<file path="src/rtl/pip_window_reader.sv">
// Display-side reader for the downscaled PiP frame buffer: generates buffer read
// coordinates from the raster, realigns returned pixels and composites them over the background.
module pip_window_reader #(
    parameter int unsigned DISP_W     = 640,
    parameter int unsigned DISP_H     = 480,
    parameter int unsigned WIN_W      = 200,
    parameter int unsigned WIN_H      = 150,
    parameter int unsigned RD_LAT     = 2,
    parameter int unsigned BORDER     = 2,
    parameter logic [29:0] BORDER_RGB = {10'h3FF, 10'h3FF, 10'h000}
) (
    input  logic        clk,
    input  logic        rst_n,
    input  logic        frame_start,
    input  logic        disp_valid,
    input  logic [10:0] dx,
    input  logic [10:0] dy,
    input  logic [9:0]  bg_r,
    input  logic [9:0]  bg_g,
    input  logic [9:0]  bg_b,
    input  logic        pos_load,
    input  logic [10:0] pos_x,
    input  logic [10:0] pos_y,
    input  logic        pip_en,
    output logic        win_active,
    output logic [7:0]  win_x,
    output logic [7:0]  win_y,
    input  logic        buf_valid,
    input  logic [9:0]  buf_r,
    input  logic [9:0]  buf_g,
    input  logic [9:0]  buf_b,
    output logic        out_valid,
    output logic [9:0]  out_r,
    output logic [9:0]  out_g,
    output logic [9:0]  out_b
);

    localparam logic [11:0] WIN_W_C = 12'(WIN_W);
    localparam logic [11:0] WIN_H_C = 12'(WIN_H);
    localparam logic [11:0] BORD_C  = 12'(BORDER);
    localparam logic [10:0] MAX_X   = 11'(DISP_W - WIN_W);
    localparam logic [10:0] MAX_Y   = 11'(DISP_H - WIN_H);
    localparam logic [7:0]  WX_MAX  = 8'(WIN_W - 1);
    localparam logic [7:0]  WY_MAX  = 8'(WIN_H - 1);

    typedef struct packed {
        logic        win;
        logic        bord;
        logic        dv;
        logic [29:0] rgb;
    } stage_t;

    logic [10:0] pend_x_q, pend_x_d, pend_y_q, pend_y_d;
    logic [10:0] act_x_q, act_x_d, act_y_q, act_y_d;
    logic        act_en_q, act_en_d;

    logic [11:0] px, py, x_lo, x_hi, y_lo, y_hi, bx_lo, bx_hi, by_lo, by_hi;
    logic        in_rect, in_ext, in_win_c, in_bord_c;

    logic [7:0]  cnt_x_q, cnt_x_d, cnt_y_q, cnt_y_d;
    logic [7:0]  win_x_q, win_x_d, win_y_q, win_y_d;
    logic        line_hit_q, line_hit_d, dv_prev_q;

    stage_t      s1_q, s1_d;
    stage_t      dly_q [RD_LAT];
    stage_t      dl;
    logic        out_valid_q;
    logic [29:0] out_rgb_q, out_rgb_d;

    // Origin shadowing: frame_start moves the old pending value before a same-cycle load lands.
    always_comb begin
        pend_x_d = pend_x_q;
        pend_y_d = pend_y_q;
        act_x_d  = act_x_q;
        act_y_d  = act_y_q;
        act_en_d = act_en_q;
        if (pos_load) begin
            pend_x_d = (pos_x > MAX_X) ? MAX_X : pos_x;
            pend_y_d = (pos_y > MAX_Y) ? MAX_Y : pos_y;
        end
        if (frame_start) begin
            act_x_d  = pend_x_q;
            act_y_d  = pend_y_q;
            act_en_d = pip_en;
        end
    end

    // Window and border-ring decode; the ring is clipped at 0 rather than wrapping.
    always_comb begin
        px    = {1'b0, dx};
        py    = {1'b0, dy};
        x_lo  = {1'b0, act_x_q};
        y_lo  = {1'b0, act_y_q};
        x_hi  = x_lo + WIN_W_C;
        y_hi  = y_lo + WIN_H_C;
        bx_lo = (x_lo >= BORD_C) ? x_lo - BORD_C : 12'd0;
        by_lo = (y_lo >= BORD_C) ? y_lo - BORD_C : 12'd0;
        bx_hi = x_hi + BORD_C;
        by_hi = y_hi + BORD_C;
        in_rect   = (px >= x_lo) && (px < x_hi) && (py >= y_lo) && (py < y_hi);
        in_ext    = (px >= bx_lo) && (px < bx_hi) && (py >= by_lo) && (py < by_hi);
        in_win_c  = act_en_q && disp_valid && in_rect;
        in_bord_c = act_en_q && disp_valid && !in_rect && in_ext;
    end

    // Read coordinate counters; win_y advances at the end of any line that touched the window.
    always_comb begin
        cnt_x_d    = 8'd0;
        cnt_y_d    = cnt_y_q;
        line_hit_d = line_hit_q;
        win_x_d    = 8'd0;
        win_y_d    = 8'd0;
        if (in_win_c) begin
            win_x_d    = cnt_x_q;
            win_y_d    = cnt_y_q;
            cnt_x_d    = (cnt_x_q == WX_MAX) ? WX_MAX : cnt_x_q + 8'd1;
            line_hit_d = 1'b1;
        end
        if (dv_prev_q && !disp_valid) begin
            line_hit_d = 1'b0;
            if (line_hit_q && (cnt_y_q != WY_MAX)) begin
                cnt_y_d = cnt_y_q + 8'd1;
            end
        end
        if (frame_start) begin
            cnt_y_d    = 8'd0;
            line_hit_d = 1'b0;
        end
    end

    always_comb begin
        s1_d      = '0;
        s1_d.win  = in_win_c;
        s1_d.bord = in_bord_c;
        s1_d.dv   = disp_valid;
        s1_d.rgb  = {bg_r, bg_g, bg_b};
    end

    assign dl = dly_q[RD_LAT-1];

    // Composite priority: buffer pixel, border, background.
    always_comb begin
        out_rgb_d = 30'd0;
        if (dl.win && buf_valid) begin
            out_rgb_d = {buf_r, buf_g, buf_b};
        end else if (dl.win) begin
            out_rgb_d = dl.rgb;
        end else if (dl.bord) begin
            out_rgb_d = BORDER_RGB;
        end else if (dl.dv) begin
            out_rgb_d = dl.rgb;
        end
    end

    always_ff @(posedge clk or negedge rst_n) begin
        if (!rst_n) begin
            pend_x_q    <= '0;
            pend_y_q    <= '0;
            act_x_q     <= '0;
            act_y_q     <= '0;
            act_en_q    <= 1'b0;
            cnt_x_q     <= '0;
            cnt_y_q     <= '0;
            win_x_q     <= '0;
            win_y_q     <= '0;
            line_hit_q  <= 1'b0;
            dv_prev_q   <= 1'b0;
            s1_q        <= '0;
            for (int unsigned i = 0; i < RD_LAT; i++) begin
                dly_q[i] <= '0;
            end
            out_valid_q <= 1'b0;
            out_rgb_q   <= '0;
        end else begin
            pend_x_q    <= pend_x_d;
            pend_y_q    <= pend_y_d;
            act_x_q     <= act_x_d;
            act_y_q     <= act_y_d;
            act_en_q    <= act_en_d;
            cnt_x_q     <= cnt_x_d;
            cnt_y_q     <= cnt_y_d;
            win_x_q     <= win_x_d;
            win_y_q     <= win_y_d;
            line_hit_q  <= line_hit_d;
            dv_prev_q   <= disp_valid;
            s1_q        <= s1_d;
            dly_q[0]    <= s1_q;
            for (int unsigned i = 1; i < RD_LAT; i++) begin
                dly_q[i] <= dly_q[i-1];
            end
            out_valid_q <= dl.dv;
            out_rgb_q   <= out_rgb_d;
        end
    end

    assign win_active = s1_q.win;
    assign win_x      = win_x_q;
    assign win_y      = win_y_q;
    assign out_valid  = out_valid_q;
    assign out_r      = out_rgb_q[29:20];
    assign out_g      = out_rgb_q[19:10];
    assign out_b      = out_rgb_q[9:0];

endmodule

</file>
<file path="config.mk">
export PLATFORM = sky130hd
export DESIGN_NAME = pip_window_reader
export DESIGN_NICKNAME = d
export VERILOG_FILES = /design/src/rtl/pip_window_reader.sv
export SDC_FILE = /design/constraint.sdc
export NUM_CORES = 1
export LEC_CHECK = 0
export ABC_AREA = 0
export CORE_UTILIZATION = 55
export CTS_BUF_LIST = sky130_fd_sc_hd__clkbuf_4
export CTS_CLUSTER_DIAMETER = 30
export DETAILED_ROUTE_END_ITERATION = 8
export GPL_ROUTABILITY_DRIVEN = 0
export MAX_ROUTING_LAYER = met4
export PLACE_DENSITY = 0.84
export SLEW_MARGIN = 20
export SYNTH_ARGS = -nofsm -noshare
export SYNTH_HDL_FRONTEND = slang
export SYNTH_SLANG_ARGS = --single-unit
export TNS_END_PERCENT = 20
</file>
<file path="constraint.sdc">
create_clock -name clk -period 4.3 [get_ports clk]
set_input_delay 0.43 -clock clk [delete_from_list [all_inputs] [get_ports clk]]
set_output_delay 0.43 -clock clk [all_outputs]
set_load 0.01 [all_outputs]
</file>
==> metrics.txt <==
# TYPE chip_impl_metric gauge
chip_impl_metric{name="grt_pass1_wl",unit="microns"} 31700
chip_impl_metric{name="grt_pass1_vias",unit=""} 6795
chip_impl_metric{name="routed_wirelength",unit="microns"} 18500
chip_impl_metric{name="post-route-period-util",unit="%"} 84.6
chip_impl_metric{name="fin_area",unit="sq um"} 11900
chip_impl_metric{name="final_util",unit="%"} 71.0
chip_impl_metric{name="max_slew.worst_pin.slew",unit="ns"} 1.01
chip_impl_metric{name="syn_avg_cell_area",unit="sq um"} 11.5
chip_impl_metric{name="finalHoldWorstSlack",unit="ns"} 0.223
chip_impl_info{name="crit_path_top_delay_cell",value="dfrtp_1"} 1
chip_impl_metric{name="power.total",unit="mW"} 4.19
chip_impl_metric{name="place.detailed.hpwl",unit="microns"} 13900
chip_impl_metric{name="cp.arrival",unit="ns"} 4.17
chip_impl_metric{name="clk_slew_on_worst_s_h_paths",unit="ns"} 0.06
chip_impl_metric{name="ctsLongestPathBuffers",unit=""} 3
chip_impl_info{name="yosysMostFrequentCell",value="dfrtp_1"} 1
chip_impl_metric{name="post-route-drc-count",unit=""} 0
chip_impl_metric{name="grt_max_degree",unit=""} 113
chip_impl_metric{name="height_of_the_die",unit="microns"} 133
chip_impl_info{name="rsz0062_at_grt",value="no"} 1
chip_impl_metric{name="timing.final.setup_violations",unit=""} 0
chip_impl_metric{name="post_synthesis_sequential_area_ratio",unit="%"} 54.9
chip_impl_metric{name="timing.critical_path.buf_inv",unit=""} 0
chip_impl_metric{name="vdd_ir_drop_max",unit="uV"} 191
chip_impl_metric{name="static-leakage-power",unit="nW"} 5.37
chip_impl_metric{name="fin_nets",unit=""} 1215
chip_impl_info{name="timing.critical_path.max_delay_family",value="compound AO/OA/AOI/OAI gates"} 1
chip_impl_metric{name="synth_fp_nets",unit=""} 1023
chip_impl_metric{name="ys_types",unit=""} 57
chip_impl_metric{name="postCtsSetupBuffers",unit=""} 0
chip_impl_metric{name="cap_violations",unit=""} 0
chip_impl_metric{name="avgViaCountPerCell",unit=""} 5.29
chip_impl_metric{name="ant_nets_after_route",unit=""} 0
chip_impl_metric{name="initial_utilization",unit="%"} 56.8
chip_impl_metric{name="drtPass1Iterations",unit=""} 5
chip_impl_metric{name="drtIter0Drc",unit=""} 431
chip_impl_metric{name="max_slew_margin",unit="%"} 32.5
chip_impl_metric{name="synthesis.yosys.warnings",unit=""} 0
chip_impl_metric{name="report.final.hold_viol_count",unit=""} 0
chip_impl_info{name="flip_flop_cell_with_the_highest_count_after_synthesis",value="dfrtp_1"} 1
chip_impl_metric{name="placement.cell_area",unit="sq um"} 11300
chip_impl_metric{name="synthesis.instances",unit=""} 823
chip_impl_info{name="ys_top_cells_by_area",value="dfrtp_1 (55%), ha_1 (12%), o21ai_0 (3.7%), xnor2_1 (3.4%), nand2_1 (2.6%)"} 1
chip_impl_metric{name="post-synth-top-area-fraction",unit="%"} 54.9
chip_impl_info{name="cpMostUsedCell",value="ha_1"} 1
chip_impl_metric{name="numPortBuffers",unit=""} 158
chip_impl_metric{name="totalNegativeSetupSlack",unit="ns"} 0
chip_impl_info{name="timing.critical_path.to_type",value="flop"} 1
chip_impl_info{name="crit_path_cell_trace",value="ha_1, a21boi_0, a21oi_1, o31ai_1, nand2b_1, xnor2_1, ha_1, a2111o_1, a31oi_1, nor3_1, or4_1, nor4_2"} 1
chip_impl_metric{name="power-per-cell-area",unit="nW/um^2"} 353
chip_impl_info{name="clock_tree.root_cell",value="clkbuf_4"} 1
chip_impl_metric{name="synth-async-reset-ratio",unit="%"} 100
chip_impl_metric{name="worst-endpoint-required",unit="ns"} 4.83
chip_impl_metric{name="number_of_synthesized_flops_with_an_enable_pin",unit=""} 0
chip_impl_metric{name="critPathMaxFanout",unit=""} 12
chip_impl_metric{name="cts_sinks",unit=""} 208
chip_impl_metric{name="grt_usage",unit="%"} 22.9
chip_impl_info{name="outcome",value="finished clean"} 1
chip_impl_metric{name="h-tree-depth",unit=""} 2
chip_impl_metric{name="share_of_cells_above_drive_strength_1",unit="%"} 8.75
chip_impl_metric{name="core_area",unit="sq um"} 16700
chip_impl_metric{name="grt_antenna_before_repair",unit=""} 1
chip_impl_metric{name="grt_remaining_overflow",unit=""} 0
chip_impl_metric{name="number_of_pins_with_negative_max_slew_slack_in_the_final_report",unit=""} 0
chip_impl_info{name="yosys.area.top_type",value="dfrtp_1"} 1
chip_impl_info{name="cts_tree",value="done"} 1
chip_impl_info{name="timing.hold.worst.class",value="in2reg"} 1
chip_impl_metric{name="tritoncts.num_buffers",unit=""} 51
chip_impl_metric{name="maxClockFrequency",unit="MHz"} 275
chip_impl_metric{name="placementRows",unit=""} 47
chip_impl_metric{name="ios",unit=""} 159
chip_impl_metric{name="layout-area-overhead-vs-synth",unit="%"} 25.1
chip_impl_metric{name="synthesis.area",unit="sq um"} 9480
chip_impl_metric{name="final_period_minus_worst_setup_slack",unit="ns"} 3.64
chip_impl_info{name="start_kind",value="flop"} 1
chip_impl_metric{name="avgRoutedWirePerCell",unit="microns"} 14.6
chip_impl_metric{name="number_of_vias_in_the_routed_layout",unit=""} 6673
chip_impl_info{name="yosys-top-cells-count",value="dfrtp_1 (208), ha_1 (89), o21ai_0 (71), nand2_1 (66), inv_1 (39)"} 1
chip_impl_metric{name="die_area",unit="sq um"} 17800
chip_impl_metric{name="largest_stage_delay_on_the_critical_path",unit="ns"} 0.62
chip_impl_metric{name="n_fill_cell",unit=""} 1206
chip_impl_metric{name="synth-seq-cells",unit=""} 208
chip_impl_info{name="timing_worst_setup_path_type",value="reg2reg"} 1
chip_impl_metric{name="clock_insertion_delay_worst_skew",unit="ns"} 0.64
chip_impl_metric{name="die_x",unit="microns"} 133
chip_impl_metric{name="finClkSkew",unit="ns"} 0.0327
sequential cells by signal, summed over array words and instances (netlist names), 11 cells and up:
name / flops
act_x_q: 11
act_y_q: 11
dl: 33
dly_q: 33
out_rgb_q: 30
pend_x_q: 11
pend_y_q: 11
s1_q: 32
worst register-to-register path, stage by stage, from the launching register on:
cell	delay (ns)
dfrtp_1	0.62
ha_1	0.33
a21boi_0	0.20
a21oi_1	0.09
o31ai_1	0.34
nand2b_1	0.16
xnor2_1	0.16
ha_1	0.31
a2111o_1	0.40
a31oi_1	0.17
nor3_1	0.08
or4_1	0.55
nor4_2	0.14
cell usage in the layout, fill, tap and decap left out, types with 8 or more instances in the layout:
master / netlist / layout
a21oi_1: 25 / 25
a31oi_1: 10 / 10
o22a_1: 8 / 8
and2_1: 24 / 24
o21ai_0: 71 / 71
a21o_1: 14 / 14
xor2_1: 13 / 13
nand2b_1: 8 / 8
clkdlybuf4s50_1: 0 / 157
nor2_1: 28 / 28
clkbuf_4: 0 / 68
mux2i_1: 21 / 21
nor3_1: 12 / 12
nand3_1: 19 / 19
dfrtp_1: 208 / 208
a22o_1: 10 / 10
buf_4: 0 / 8
xnor2_1: 37 / 37
nor2b_1: 10 / 10
inv_1: 39 / 39
ha_1: 89 / 89
nand4_1: 10 / 10
nand2_1: 66 / 66
cells by family after synthesis:
family,Yosys count,share of synthesized area [%]
XOR/XNOR,50,4.62
multiplexers,24,2.57
AO/OA/AOI/OAI,181,12.3
AND/OR/NAND/NOR,203,11.1
buffers and inverters,68,2.82
flip-flops,208,54.9
adder cells (fa/ha/maj),89,11.7
what timing repair did:
item / in CTS / in global routing
endpoints found under the hold margin: 109 / 0
hold buffers: 1 / 0
gates resized for setup: 0 / 0
per-stage QoR:
| stage | instances | setup slack [ns] |
|---|---|---|
| floorplan | 823 | 1.19 |
| global placement | 1181 | 0.871 |
| detailed placement | 1181 | 0.712 |
| CTS | 1260 | 0.688 |
| global route | 1261 | 0.338 |
| finish | 1261 | 0.662 |
worst paths after layout:
check	cells past startpoint	slack [ns]	endpoint	start
max	12	0.66	s1_q[31]	act_x_q[3]
min	1	0.22	s1_q[5]	bg_b[5]
max reg2reg	12	0.66	s1_q[31]	act_x_q[3]
min reg2reg	0	0.34	dl[24]	dly_q[57]
max in group asynchronous	3	2.79	s1_q[28]	rst_n
min in group asynchronous	2	0.50	s1_q[2]	rst_n
layer usage:
metal  vias to the layer above  share of wire, %  GRT usage [%]  wire, microns
li1                       3293                 -              -              -
met3                        36               4.9           4.68            906
met5                         -                 0              -              0
met4                         0               2.2           8.52            403
met2                       207                48           36.3           8840
met1                      3137                45           29.3           8310
cell type report:
type                       count  area (sq um)  area share [%]
sequential                   208          5200            43.9
tap                          220           275            2.32
clock buffer                  68           510            4.30
inverter                      40           150            1.27
antenna                        1          2.50          0.0211
clock inverter                10          57.6           0.485
timing repair buffer         167          1660            14.0
multi-input combinational    547          4010            33.8
where the power goes:
part	internal, mW	switching [mW]	leakage [nW]	total [mW]
logic	0.328	0.336	2.45	0.664
clock network	0.730	0.699	0.343	1.43
registers	2.05	0.0487	2.58	2.10
total	3.11	1.08	5.37	4.19
Note: power is estimated with default switching activity, not from simulation.
